==> config.mk <==
export PLATFORM = sky130hd
export DESIGN_NAME = eth_rx_s2mm_gate
export DESIGN_NICKNAME = d
export VERILOG_FILES = /design/src/rtl/eth_rx_s2mm_gate.sv
export SDC_FILE = /design/constraint.sdc
export NUM_CORES = 1
export LEC_CHECK = 0
export CORE_ASPECT_RATIO = 1.75
export CORE_MARGIN = 8
export CORE_UTILIZATION = 45
export CTS_CLUSTER_DIAMETER = 120
export DETAILED_ROUTE_END_ITERATION = 10
export PLACE_DENSITY = 0.84
export SKIP_CTS_REPAIR_TIMING = 1
export SYNTH_ARGS = -nofsm -noshare
export SYNTH_HDL_FRONTEND = slang
export SYNTH_SLANG_ARGS = --single-unit
==> constraint.sdc <==
create_clock -name s2mm_clk -period 5.9 [get_ports s2mm_clk]
set_clock_uncertainty 0.15 [all_clocks]
set_input_delay 0.885 -clock s2mm_clk [delete_from_list [all_inputs] [get_ports s2mm_clk]]
set_output_delay 0.885 -clock s2mm_clk [all_outputs]
set_load 0.1 [all_outputs]
==> src/rtl/eth_rx_s2mm_gate.sv <==
// Gates the RX data/status AXI-Stream pair into the S2MM DMA. The status length word is rewritten with the counted byte length.
// One register stage per output stream; status framing errors are truncated and the remainder of the status frame is drained.
module eth_rx_s2mm_gate #(
  parameter int unsigned C_STS_WORDS = 6,
  parameter int unsigned C_LEN_WORD  = 5
) (
  input  logic        s2mm_clk,
  input  logic        s2mm_resetn,
  input  logic [63:0] rxd_tdata,
  input  logic [7:0]  rxd_tkeep,
  input  logic        rxd_tlast,
  input  logic        rxd_tvalid,
  output logic        rxd_tready,
  input  logic [31:0] rxs_tdata,
  input  logic [3:0]  rxs_tkeep,
  input  logic        rxs_tlast,
  input  logic        rxs_tvalid,
  output logic        rxs_tready,
  output logic [63:0] s2mm_d_tdata,
  output logic [7:0]  s2mm_d_tkeep,
  output logic        s2mm_d_tlast,
  output logic        s2mm_d_tvalid,
  input  logic        s2mm_d_tready,
  output logic [31:0] s2mm_s_tdata,
  output logic [3:0]  s2mm_s_tkeep,
  output logic        s2mm_s_tlast,
  output logic        s2mm_s_tvalid,
  input  logic        s2mm_s_tready,
  output logic [31:0] frm_cnt,
  output logic [15:0] len_err_cnt,
  output logic [15:0] sts_err_cnt,
  output logic [3:0]  gate_fsm_dbg
);

  typedef enum logic [1:0] {ST_DATA = 2'd0, ST_STS = 2'd1, ST_DROP = 2'd2} state_t;

  localparam logic [2:0] LEN_IDX  = 3'(C_LEN_WORD);
  localparam logic [2:0] LAST_IDX = 3'(C_STS_WORDS - 1);

  state_t      state_q, state_d;
  logic        rdy_en_q;
  logic [63:0] d_dat_q, d_dat_d;
  logic [7:0]  d_keep_q, d_keep_d;
  logic        d_last_q, d_last_d;
  logic        d_vld_q, d_vld_d;
  logic [31:0] s_dat_q, s_dat_d;
  logic [3:0]  s_keep_q, s_keep_d;
  logic        s_last_q, s_last_d;
  logic        s_vld_q, s_vld_d;
  logic [15:0] byte_cnt_q, byte_cnt_d;
  logic [15:0] len_q, len_d;
  logic [2:0]  idx_q, idx_d;
  logic [31:0] frm_cnt_q, frm_cnt_d;
  logic [15:0] len_err_q, len_err_d;
  logic [15:0] sts_err_q, sts_err_d;

  logic        rxd_acc, rxs_acc;
  logic [3:0]  keep_pop;
  logic [16:0] byte_sum;
  logic [15:0] byte_nxt;

  function automatic logic [15:0] sat_inc(input logic [15:0] v);
    return (v == 16'hFFFF) ? v : v + 16'd1;
  endfunction

  // rdy_en_q holds both readies low until the first edge after reset release.
  assign rxd_tready = rdy_en_q && (state_q == ST_DATA) && (!d_vld_q || s2mm_d_tready);
  assign rxs_tready = rdy_en_q && (((state_q == ST_STS) && (!s_vld_q || s2mm_s_tready)) ||
                                   (state_q == ST_DROP));
  assign rxd_acc    = rxd_tvalid && rxd_tready;
  assign rxs_acc    = rxs_tvalid && rxs_tready;

  always_comb begin
    keep_pop = 4'd0;
    for (int i = 0; i < 8; i++) begin
      keep_pop = keep_pop + {3'd0, rxd_tkeep[i]};
    end
    byte_sum = {1'b0, byte_cnt_q} + {13'd0, keep_pop};
    byte_nxt = byte_sum[16] ? 16'hFFFF : byte_sum[15:0];
  end

  always_comb begin
    state_d    = state_q;
    d_dat_d    = d_dat_q;
    d_keep_d   = d_keep_q;
    d_last_d   = d_last_q;
    d_vld_d    = d_vld_q;
    s_dat_d    = s_dat_q;
    s_keep_d   = s_keep_q;
    s_last_d   = s_last_q;
    s_vld_d    = s_vld_q;
    byte_cnt_d = byte_cnt_q;
    len_d      = len_q;
    idx_d      = idx_q;
    frm_cnt_d  = frm_cnt_q;
    len_err_d  = len_err_q;
    sts_err_d  = sts_err_q;

    if (rxd_acc) begin
      d_dat_d  = rxd_tdata;
      d_keep_d = rxd_tkeep;
      d_last_d = rxd_tlast;
      d_vld_d  = 1'b1;
    end else if (s2mm_d_tready) begin
      d_vld_d = 1'b0;
    end

    if (s2mm_s_tready) begin
      s_vld_d = 1'b0;
    end

    case (state_q)
      ST_DATA: begin
        if (rxd_acc) begin
          if (rxd_tlast) begin
            len_d      = byte_nxt;
            byte_cnt_d = 16'd0;
            frm_cnt_d  = frm_cnt_q + 32'd1;
            idx_d      = 3'd0;
            state_d    = ST_STS;
          end else begin
            byte_cnt_d = byte_nxt;
          end
        end
      end
      ST_STS: begin
        if (rxs_acc) begin
          s_vld_d  = 1'b1;
          s_dat_d  = rxs_tdata;
          s_keep_d = rxs_tkeep;
          s_last_d = 1'b0;
          idx_d    = idx_q + 3'd1;
          if (idx_q == LEN_IDX) begin
            s_dat_d[15:0] = len_q;
            if (rxs_tdata[15:0] != len_q) begin
              len_err_d = sat_inc(len_err_q);
            end
          end
          if (rxs_tlast) begin
            s_last_d = 1'b1;
            state_d  = ST_DATA;
            if (idx_q != LAST_IDX) begin
              sts_err_d = sat_inc(sts_err_q);
            end
          end else if (idx_q == LAST_IDX) begin
            // Overlong status frame: close it here and swallow the rest.
            s_last_d  = 1'b1;
            sts_err_d = sat_inc(sts_err_q);
            state_d   = ST_DROP;
          end
        end
      end
      ST_DROP: begin
        if (rxs_acc && rxs_tlast) begin
          state_d = ST_DATA;
        end
      end
      default: state_d = ST_DATA;
    endcase
  end

  always_ff @(posedge s2mm_clk or negedge s2mm_resetn) begin
    if (!s2mm_resetn) begin
      state_q    <= ST_DATA;
      rdy_en_q   <= 1'b0;
      d_dat_q    <= 64'd0;
      d_keep_q   <= 8'd0;
      d_last_q   <= 1'b0;
      d_vld_q    <= 1'b0;
      s_dat_q    <= 32'd0;
      s_keep_q   <= 4'd0;
      s_last_q   <= 1'b0;
      s_vld_q    <= 1'b0;
      byte_cnt_q <= 16'd0;
      len_q      <= 16'd0;
      idx_q      <= 3'd0;
      frm_cnt_q  <= 32'd0;
      len_err_q  <= 16'd0;
      sts_err_q  <= 16'd0;
    end else begin
      state_q    <= state_d;
      rdy_en_q   <= 1'b1;
      d_dat_q    <= d_dat_d;
      d_keep_q   <= d_keep_d;
      d_last_q   <= d_last_d;
      d_vld_q    <= d_vld_d;
      s_dat_q    <= s_dat_d;
      s_keep_q   <= s_keep_d;
      s_last_q   <= s_last_d;
      s_vld_q    <= s_vld_d;
      byte_cnt_q <= byte_cnt_d;
      len_q      <= len_d;
      idx_q      <= idx_d;
      frm_cnt_q  <= frm_cnt_d;
      len_err_q  <= len_err_d;
      sts_err_q  <= sts_err_d;
    end
  end

  assign s2mm_d_tdata  = d_dat_q;
  assign s2mm_d_tkeep  = d_keep_q;
  assign s2mm_d_tlast  = d_last_q;
  assign s2mm_d_tvalid = d_vld_q;
  assign s2mm_s_tdata  = s_dat_q;
  assign s2mm_s_tkeep  = s_keep_q;
  assign s2mm_s_tlast  = s_last_q;
  assign s2mm_s_tvalid = s_vld_q;
  assign frm_cnt       = frm_cnt_q;
  assign len_err_cnt   = len_err_q;
  assign sts_err_cnt   = sts_err_q;
  assign gate_fsm_dbg  = {2'b00, state_q};

endmodule
**Word-level counts from Yosys, hierarchy flattened**

Cells that the tools add are included.

- Register bits after elaboration: 214
- Input port bits: 116
- Output and inout port bits: 182
- Logic and storage cells: 90

- Add/subtract/negate cells: 12
- Eq/ne operators: 13
- Mux-type cells: 25
- Bitwise operators: 1
- Reductions and logical operators: 23

Operators with widths:

| cell | count |
|---|---|
| $mux W16 | 7 |
| $add A16 B1 Y16 const B | 2 |
| $add A32 B1 Y32 const B | 1 |
| $eq A16 B16 Y1 const B | 2 |
| $add A16 B4 Y17 | 1 |
| $add A4 B1 Y4 | 4 |
| $ne A16 B16 Y1 | 1 |
| $mux W2 | 6 |
| $reduce_and A5 Y1 | 2 |
| $mux W3 | 3 |
| $reduce_and A4 Y1 | 2 |
| $logic_and A1 B1 Y1 | 7 |
| $mux W1 | 7 |
| $ne A2 B2 Y1 const B | 3 |
| $pmux W2 S3 | 1 |
| $pmux W3 S2 | 1 |
| $reduce_bool A2 Y1 | 3 |
| $add A3 B1 Y4 | 1 |
| $ne A2 B1 Y1 const B | 2 |
| $reduce_and A2 Y1 | 2 |
| $add A2 B1 Y3 | 1 |
| $add A3 B1 Y3 const B | 1 |
| $eq A3 B3 Y1 const B | 1 |
| $logic_or A1 B1 Y1 | 3 |
| other kinds (9) | 10 |

**Logic depth before layout (Yosys ltp)**

Gate-level depths: netlist of run 1.

- Depth in word-level cells: 10
- Mapped depth: 13

**Worst setup path before layout of run 1**

OpenSTA, ideal clock, no wires.

- Kind: in2reg
- From: input port rxd_tkeep[0]
- To: register byte_cnt_q[11]
- Library setup time: 0.136 ns
- Data arrival time: 4.026 ns
- Slack: 1.588 ns
- Cell stages on the path: 13
- Buffers on the path: 1
- Cell sequence: fa_1 inv_1 fa_1 fa_1 fa_1 inv_1 fa_1 a21o_1 a21o_1 nand2_1 buf_2 nor4b_1 nor3_1

- Longest elaborated chain between the ends: 10

RTL lines:

| element | RTL line | RTL |
|---|---|---|
| from (decl) | 10 | `input logic [7:0] rxd_tkeep,` |
| $add A1 B1 Y2 | 76 | `keep_pop = keep_pop + {3'd0, rxd_tkeep[i]};` |
| $add A2 B1 Y3 | 76 |  |
| $add A3 B1 Y4 | 76 |  |
| $add A4 B1 Y4 (4 in series) | 76 |  |
| $add A16 B4 Y17 | 78 | `byte_sum = {1'b0, byte_cnt_q} + {13'd0, keep_pop};` |
| $mux W16 | 79 | `byte_nxt = byte_sum[16] ? 16'hFFFF : byte_sum[15:0];` |
| $mux W16 | 115 | `if (rxd_tlast) begin` |
| to (signal assigned) | 191 | `byte_cnt_q <= byte_cnt_d;` |
| to (decl) | 50 | `logic [15:0] byte_cnt_q, byte_cnt_d;` |

No other way between the ends.
A chain may end at the register's enable or synchronous reset.

**Worst setup path after layout of run 1**

- From: input port rxd_tkeep[0]
- To: register byte_cnt_q[6]

Same word-level chain as after synthesis.

==> flow_summary.json, run 1 <==
{
  "status": "finished, final reports clean",
  "synth_top_family_by_area": "simple AND/OR/NAND/NOR gates",
  "globalplace.congestion": 0.835,
  "power_leakage_nw": 6.48,
  "ant_nets": 0,
  "dpl_cell_area_sq_mm": 0.0130,
  "syn_area_sq_mm": 0.00978,
  "drt-initial-drc-count": 389,
  "ir_drop_mv": 0.563,
  "crit_path_max_fanout": 14,
  "start_util": 0.457,
  "nets": 1419,
  "port-buffer-count": 295,
  "overflow": 0,
  "synth.avg_cell_area_sq_um": 9.69,
  "end_kind": "register",
  "yosysUniqueCellTypes": 61,
  "cts_root_buf": "clkbuf_16",
  "tightest_slew_ps": 1220,
  "drc": 0,
  "ios": 298,
  "path_class": "input pin to register",
  "clock.fmax_mhz": 210,
  "worst_ep_required_time_ps": 6160,
  "clk_pin_slew_ps": 70,
  "synth.top_cell.area_share": 0.547,
  "drv_slew": 0,
  "fp.dieH_microns": 211,
  "setup_violations": 0,
  "startpoint_type": "input pin",
  "synth_top_cells_by_area": "dfrtp_1 55%, nand2_1 13%, xnor2_1 4.3%, xor2_1 3.6%, o21ai_0 1.8%",
  "avgRoutedWirePerCell_microns": 17.1,
  "antenna_found_initial": 2,
  "synthMostInstantiatedCell": "nand2_1",
  "power_density_mw_per_mm2": 598,
  "synth-seq-cells": 214,
  "synth_top_cell_by_area": "dfrtp_1",
  "hp-class": "input pin to asynchronous set/reset pin",
  "dp_hpwl_microns": 20100,
  "setup_slack_ps": 1140,
  "crit_start": "rxd_tkeep[0]",
  "muxShareOfSynthArea": 0.0187,
  "synth_cells": 1010,
  "coreArea_sq_mm": 0.0214,
  "synth_compound_area_frac": 0.0627,
  "synthTopCellsByCount": "329 x nand2_1, 214 x dfrtp_1, 48 x xnor2_1",
  "hold_viol": 0,
  "dieArea_sq_mm": 0.0269,
  "synthSimpleGateAreaFrac": 0.238,
  "grt_pass1_wl_microns": 43100,
  "cts_buffers": 21,
  "nFillCells": 1709,
  "ys_async_sr_fraction": 1.00,
  "rows": 71,
  "vias": 8144,
  "routed_via_density": 5.11,
  "area_delta_synth_final_pct": 39.7,
  "drv_cap": 0,
  "finalInstanceArea_sq_mm": 0.0137,
  "ctsLongestPathBuffers": 3,
  "timing.rr.start": "byte_cnt_q[0]",
  "grt_max_degree": 135,
  "drt_wl_total_microns": 27300,
  "cts_tree": "yes",
  "slew_headroom": 0.181,
  "synth-edff-count": 0,
  "ys_warn_count": 0,
  "post-place-ws_ps": 671,
  "synthFlopType": "dfrtp_1",
  "tns_ps": 0,
  "synthAdderAreaFrac": 0.0243,
  "drive_above_1_share": 0.0530,
  "first_pass_iters": 4,
  "fin_crit_sh": 0.807,
  "cts.sinks": 214,
  "synthXorXnorAreaFrac": 0.0788,
  "seq_area_frac_synth": 0.547,
  "worstPathArrival_ps": 5020,
  "clk-insertion-delay-late_ps": 500,
  "ff2ff_setup_slack_ps": 2150,
  "post-route-min-period_ps": 4760,
  "grtUsageTotal": 0.196,
  "cts_htree_levels": 1,
  "ff2ff_path_depth": 11,
  "r2r_end": "byte_cnt_q[6]",
  "rsz0062_at_grt": "false",
  "grt_pass1_vias": 8469,
  "die_w_microns": 127
}
[cells by family after synthesis]
family          Yosys count
flops                   214
buf+inv                  66
compound gates           99
fa+ha+maj                16
other cells               2
xor+xnor                 88
mux                      18
simple gates            507
[power breakdown]
group	switching (mW)	total (mW)	leakage, nW	internal [mW]
clock network	0.562	1.35	0.355	0.789
registers	0.295	2.21	2.74	1.91
logic	3.59	4.60	3.38	1.02
total	4.44	8.16	6.48	3.72
[per-stage QoR]
step	instances	total power, mW	hold WS [ps]	utilization
final	1595	8.16	268	0.638
after global routing	1595	8.48	312	0.638
after CTS	1593	8.23	286	0.638
after detailed placement	1556	6.85	311	0.605
after global placement	1556	6.78	306	0.605
after floorplan	1011	5.67	305	-
[final cells by class]
class,count,area (sq um),share of cell area
Timing Repair Buffer,300,3010,0.220
Clock inverter,8,80.1,0.00586
Tap cell,292,365,0.0267
Sequential cell,214,5360,0.392
Clock buffer,29,626,0.0458
Inverter,19,71.3,0.00522
Multi-Input combinational cell,731,4150,0.304
Antenna cell,2,5.00,0.000366
[worst max-delay path by stage]
| stage | endpoint | cells after the start |
|---|---|---|
| after floorplan | byte_cnt_q[11] | 13 |
| after global placement | byte_cnt_q[6] | 13 |
| after detailed placement | byte_cnt_q[6] | 13 |
| after CTS | byte_cnt_q[6] | 13 |
| after global routing | byte_cnt_q[6] | 13 |
| final | byte_cnt_q[6] | 13 |
[placed cells by master (no fill, tap or decap), types with 5 or more instances in the layout]
master           count
nor3_1              21
inv_1               19
clkdlybuf4s50_1    294
mux2i_1             16
and3_1              16
xor2_1              40
a31oi_1              7
nor2_1              40
clkbuf_8             8
a21oi_1             25
ha_1                11
and4_1               7
fa_1                 5
nand2b_1             5
nand4_1             20
xnor2_1             48
clkbuf_16           21
dfrtp_1            214
nor4_1               6
clkinv_2             5
nand2_1            328
o21ai_0             36
nand3_1             30
[flip-flops by register name, summed over array words and instances (netlist names)]
signal,flops
sts_err_cnt,16
len_err_cnt,16
s2mm_d_tlast,1
rdy_en_q,1
state_q,2
s2mm_d_tvalid,1
s2mm_s_tvalid,1
len_q,16
s2mm_d_tdata,64
frm_cnt,32
byte_cnt_q,16
s2mm_d_tkeep,8
s2mm_s_tdata,32
s2mm_s_tkeep,4
idx_q,3
s2mm_s_tlast,1
[routing by layer]
layer / global-route usage / vias up / wire, microns
met1: 0.195 / 3915 / 9590
li1: - / 3891 / -
met4: 0.0841 / 0 / 839
met3: 0.0478 / 53 / 2020
met5: 0 / - / 0
met2: 0.374 / 285 / 14900
[critical path, cell delays in order]
cell	delay, ps
clkdlybuf4s50_1	450
fa_1	570
inv_1	50
fa_1	500
fa_1	430
fa_1	400
inv_1	90
fa_1	210
a21o_1	180
a21o_1	300
nand2_1	400
a311o_1	460
o21ai_0	80
No activity file was read; power rests on OpenSTA's default activity.
==> run 2, diff against run 1 <==
- CORE_UTILIZATION: 45 -> 43
- clock period: 5.9 -> 4.1 ns (I/O delays scaled with it)
==> flow_summary.json, run 2 (same netlist as run 1, synthesis figures left out) <==
{
  "cts_tree": "yes",
  "drc": 0,
  "clock.fmax_mhz": 263,
  "area_delta_synth_final_pct": 42.0,
  "startpoint_type": "input pin",
  "tightest_slew_ps": 1060,
  "seq_area_sq_mm": 0.00536,
  "fp.dieH_microns": 216,
  "fin_crit_sh": 0.928,
  "crit_start": "rxd_tkeep[0]",
  "overflow": 0,
  "dp_hpwl_microns": 20800,
  "cts.sinks": 214,
  "dieArea_sq_mm": 0.0280,
  "timing.rr.start": "byte_cnt_q[0]",
  "power_leakage_nw": 6.61,
  "hp-class": "input pin to asynchronous set/reset pin",
  "fin_cells": 1617,
  "multi_input_area_sq_mm": 0.00420,
  "post-place-ws_ps": -659,
  "grt_pass1_vias": 8561,
  "fin_total_pwr_mw": 11.9,
  "layout_common_cells": "327 x nand2_1, 289 x clkdlybuf4s50_1, 214 x dfrtp_1, 48 x xnor2_1, 40 x xor2_1",
  "setup_slack_ps": 294,
  "cts_root_buf": "clkbuf_16",
  "clk_pin_slew_ps": 60,
  "ant_nets": 0,
  "status": "finished with violations",
  "crit_path_frequent_cell": "fa_1",
  "path_cells": "dlymetal6s2s_1, fa_1, inv_1, fa_1, fa_1, fa_2, inv_1, fa_2, a21o_1, a21o_1, and3_1, a31o_2, a21oi_1",
  "grt_pass1_wl_microns": 44700,
  "drt-initial-drc-count": 353,
  "drv_cap": 0,
  "end_kind": "register",
  "clk-insertion-delay-late_ps": 490,
  "drive_above_1_share": 0.0730,
  "ff2ff_setup_slack_ps": 750,
  "first_pass_iters": 5,
  "drv_slew": 0,
  "slew_headroom": 0.291,
  "avgRoutedWirePerCell_microns": 17.2,
  "post-route-min-period_ps": 3810,
  "ctsLongestPathBuffers": 3,
  "cp-endpoint": "byte_cnt_q[10]",
  "power_density_mw_per_mm2": 857,
  "cp.buffers_inverters": 3,
  "violations": "negative hold slack",
  "nFillCells": 1751,
  "hold_slack_ps": -8.88,
  "ios": 298,
  "slowest_delay_ps": 570,
  "hold_viol": 3,
  "worstPathArrival_ps": 4070,
  "vias": 8273,
  "drt_wl_total_microns": 27900,
  "cp_top_family": "adder cells",
  "worst_ep_required_time_ps": 4360,
  "setup_violations": 0,
  "start_util": 0.434,
  "cts_buffers": 21,
  "crit_path_max_fanout": 5,
  "largest_reg_flops": 64,
  "crit_path_top_delay_cell": "fa_1",
  "coreArea_sq_mm": 0.0226,
  "cp_num_cells": 13,
  "die_w_microns": 130,
  "antenna_found_initial": 2,
  "routed_via_density": 5.12,
  "path_class": "input pin to register",
  "port-buffer-count": 295,
  "r2r_end": "byte_cnt_q[10]",
  "ir_drop_mv": 0.639,
  "rsz0062_at_grt": "false",
  "globalplace.congestion": 0.863,
  "final_common_cell": "nand2_1",
  "ff2ff_path_depth": 11,
  "dp_cells": 1577,
  "grt_max_degree": 85,
  "cts_htree_levels": 1,
  "grtUsageTotal": 0.198,
  "rows": 73,
  "nets": 1435
}
run 2: cell types whose count changed in the layout (fill, tap and decap cells not counted), moves of 3 or more:
cell / before / now
buf_4: 4 / 19
dlymetal6s2s_1: 0 / 3
clkdlybuf4s50_1: 294 / 289
nor2_1: 40 / 37
run 2: cell type report:
| cell class | count | share of cell area |
|---|---|---|
| inverters | 19 | 0.00513 |
| diodes | 2 | 0.000360 |
| multi-input cells | 731 | 0.303 |
| clock buffers | 27 | 0.0430 |
| flip-flops and latches | 214 | 0.385 |
| well taps | 300 | 0.0270 |
| clock inverters | 8 | 0.00910 |
| repair buffers | 316 | 0.227 |
run 2: report_power, final:
group | switching [mW] | internal, mW
clock network | 0.815 | 1.22
logic | 5.19 | 1.51
registers | 0.422 | 2.75
total | 6.43 | 5.48
run 2: per-layer routing:
layer	share of wire	GRT usage
met5	0	0
met3	0.072	0.0472
met1	0.35	0.204
met2	0.54	0.361
met4	0.045	0.0942
run 2: how the worst min path moves through the flow:
stage | endpoint | slack [ps] | cells after the start
floorplan | byte_cnt_q[0] | 170 | 0
global placement | s2mm_d_tdata[46] | 310 | 2
detailed placement | s2mm_d_tdata[49] | 310 | 2
CTS | s2mm_s_tdata[18] | 30 | 1
global route | s2mm_s_tdata[18] | 60 | 1
finish | s2mm_s_tdata[18] | -9 | 1
run 2: worst register-to-register path, cell delays in order (launching register included):
cell,delay (ps)
dfrtp_1,390
inv_1,80
fa_1,440
fa_1,520
fa_2,210
inv_1,50
fa_2,340
a21o_1,200
a21o_1,260
and3_1,240
a31o_2,250
a21oi_1,140
run 2: through the flow:
step	TNS (ps)	utilization	area (sq um)
global placement	-13670	0.580	13100
global route	0	0.616	13900
floorplan	0	-	9790
finish	0	0.616	13900
detailed placement	-15560	0.580	13100
CTS	-484	0.612	13800
==> run 3, diff against run 2 <==
- REMOVE_ABC_BUFFERS: unset -> 1
==> flow_summary.json, run 3 (same netlist as run 1, synthesis figures left out) <==
{
  "status": "finished with violations",
  "violations": "negative hold slack",
  "grt_pass1_wl_microns": 45200,
  "grtUsageTotal": 0.200,
  "fp.dieH_microns": 216,
  "antenna_found_initial": 3,
  "setup_slack_ps": 297,
  "finalInstanceArea_sq_mm": 0.0138,
  "worstPathArrival_ps": 4030,
  "first_pass_iters": 4,
  "nFillCells": 1803,
  "cts_htree_levels": 1,
  "fin_crit_sh": 0.927,
  "routed_via_density": 5.08,
  "fin_cells": 1621,
  "cp.buffers_inverters": 4,
  "slew_headroom": 0.282,
  "die_w_microns": 130,
  "overflow": 0,
  "dp_hpwl_microns": 21000,
  "met3_usage": 0.0499,
  "ctsLongestPathBuffers": 3,
  "multi_input_area_sq_mm": 0.00418,
  "clk-insertion-delay-late_ps": 510,
  "rows": 73,
  "hold_slack_ps": -19.2,
  "cts_buffers": 21,
  "crit_path_top_delay_cell": "fa_1",
  "grt_pass1_vias": 8533,
  "path_class": "input pin to register",
  "dp_cells": 1581,
  "hold_viol": 6,
  "clk_pin_slew_ps": 60,
  "rsz0062_at_grt": "false",
  "path_cells": "dlymetal6s2s_1, fa_1, inv_1, fa_1, fa_1, fa_2, inv_2, fa_2, a21o_1, a21o_4, nand2_2, buf_4, nor3b_1, nor3_1",
  "setup_violations": 0,
  "dpl_cell_area_sq_mm": 0.0131,
  "ios": 298,
  "busiest_layer": "met2",
  "port-buffer-count": 295,
  "cts_tree": "yes",
  "avgRoutedWirePerCell_microns": 17.4,
  "worst_ep_required_time_ps": 4330,
  "cts_root_buf": "clkbuf_16",
  "nets": 1437,
  "tightest_slew_ps": 1070,
  "end_kind": "register",
  "largest_reg_flops": 64,
  "clock.fmax_mhz": 263,
  "grt_use_met2": 0.365,
  "fin_total_pwr_mw": 11.9,
  "final_common_cell": "nand2_1",
  "use_met1": 0.203,
  "start_util": 0.434,
  "area_delta_synth_final_pct": 41.4,
  "ant_nets": 0,
  "grt_max_degree": 112,
  "cp_top_family": "adder cells",
  "globalplace.congestion": 0.925,
  "seq_area_sq_mm": 0.00536,
  "slowest_delay_ps": 560,
  "dieArea_sq_mm": 0.0280,
  "ir_drop_mv": 0.858,
  "drt-initial-drc-count": 304,
  "drv_cap": 0,
  "power_leakage_nw": 6.58,
  "crit_path_frequent_cell": "fa_1",
  "drt_wl_total_microns": 28300,
  "cts.sinks": 214,
  "post-route-min-period_ps": 3800,
  "power_density_mw_per_mm2": 857,
  "vias": 8239,
  "startpoint_type": "input pin",
  "crit_path_max_fanout": 7,
  "drv_slew": 0,
  "layout_common_cells": "327 x nand2_1, 289 x clkdlybuf4s50_1, 214 x dfrtp_1, 48 x xnor2_1, 40 x xor2_1",
  "drive_above_1_share": 0.0728,
  "drc": 0,
  "coreArea_sq_mm": 0.0226,
  "post-place-ws_ps": -564,
  "hp-class": "input pin to asynchronous set/reset pin"
}
run 3: worst paths after layout:
check	startpoint	end	slack [ps]	depth (start not counted)
max in group asynchronous	s2mm_resetn	s2mm_d_tkeep[0]	2710	2
max reg2reg	byte_cnt_q[0]	byte_cnt_q[13]	730	12
min in group s2mm_clk	rxd_tkeep[3]	s2mm_d_tkeep[3]	220	3
min reg2reg	frm_cnt[31]	frm_cnt[31]	310	1
min	s2mm_resetn	len_err_cnt[7]	-20	1
max	rxd_tkeep[0]	byte_cnt_q[13]	300	14
run 3: layer usage:
layer / part of all wire / vias up / wire length, microns
li1: - / 3933 / -
met1: 0.34 / 3913 / 9750
met2: 0.53 / 313 / 14900
met3: 0.076 / 80 / 2160
met4: 0.053 / 0 / 1490
met5: 0 / - / 0
run 3: per-stage QoR:
step	hold WS, ps	setup TNS [ps]	util
floorplan	169	-39.0	-
global placement	306	-11500	0.580
detailed placement	311	-14280	0.580
CTS	45.7	-31.5	0.611
global route	65.9	0	0.613
finish	-19.2	0	0.613
run 3: area by class of cell:
class | instances | area share
multi-input combinational | 731 | 0.302
clock inverter | 9 | 0.00733
tap | 300 | 0.0271
antenna | 3 | 0.000543
inverter | 19 | 0.00516
clock buffer | 27 | 0.0425
timing repair buffer | 318 | 0.228
sequential | 214 | 0.387
run 3: power by group:
| part | internal [mW] | switching [mW] |
|---|---|---|
| Sequential | 2.75 | 0.421 |
| Combinational | 1.52 | 5.19 |
| Clock | 1.14 | 0.833 |
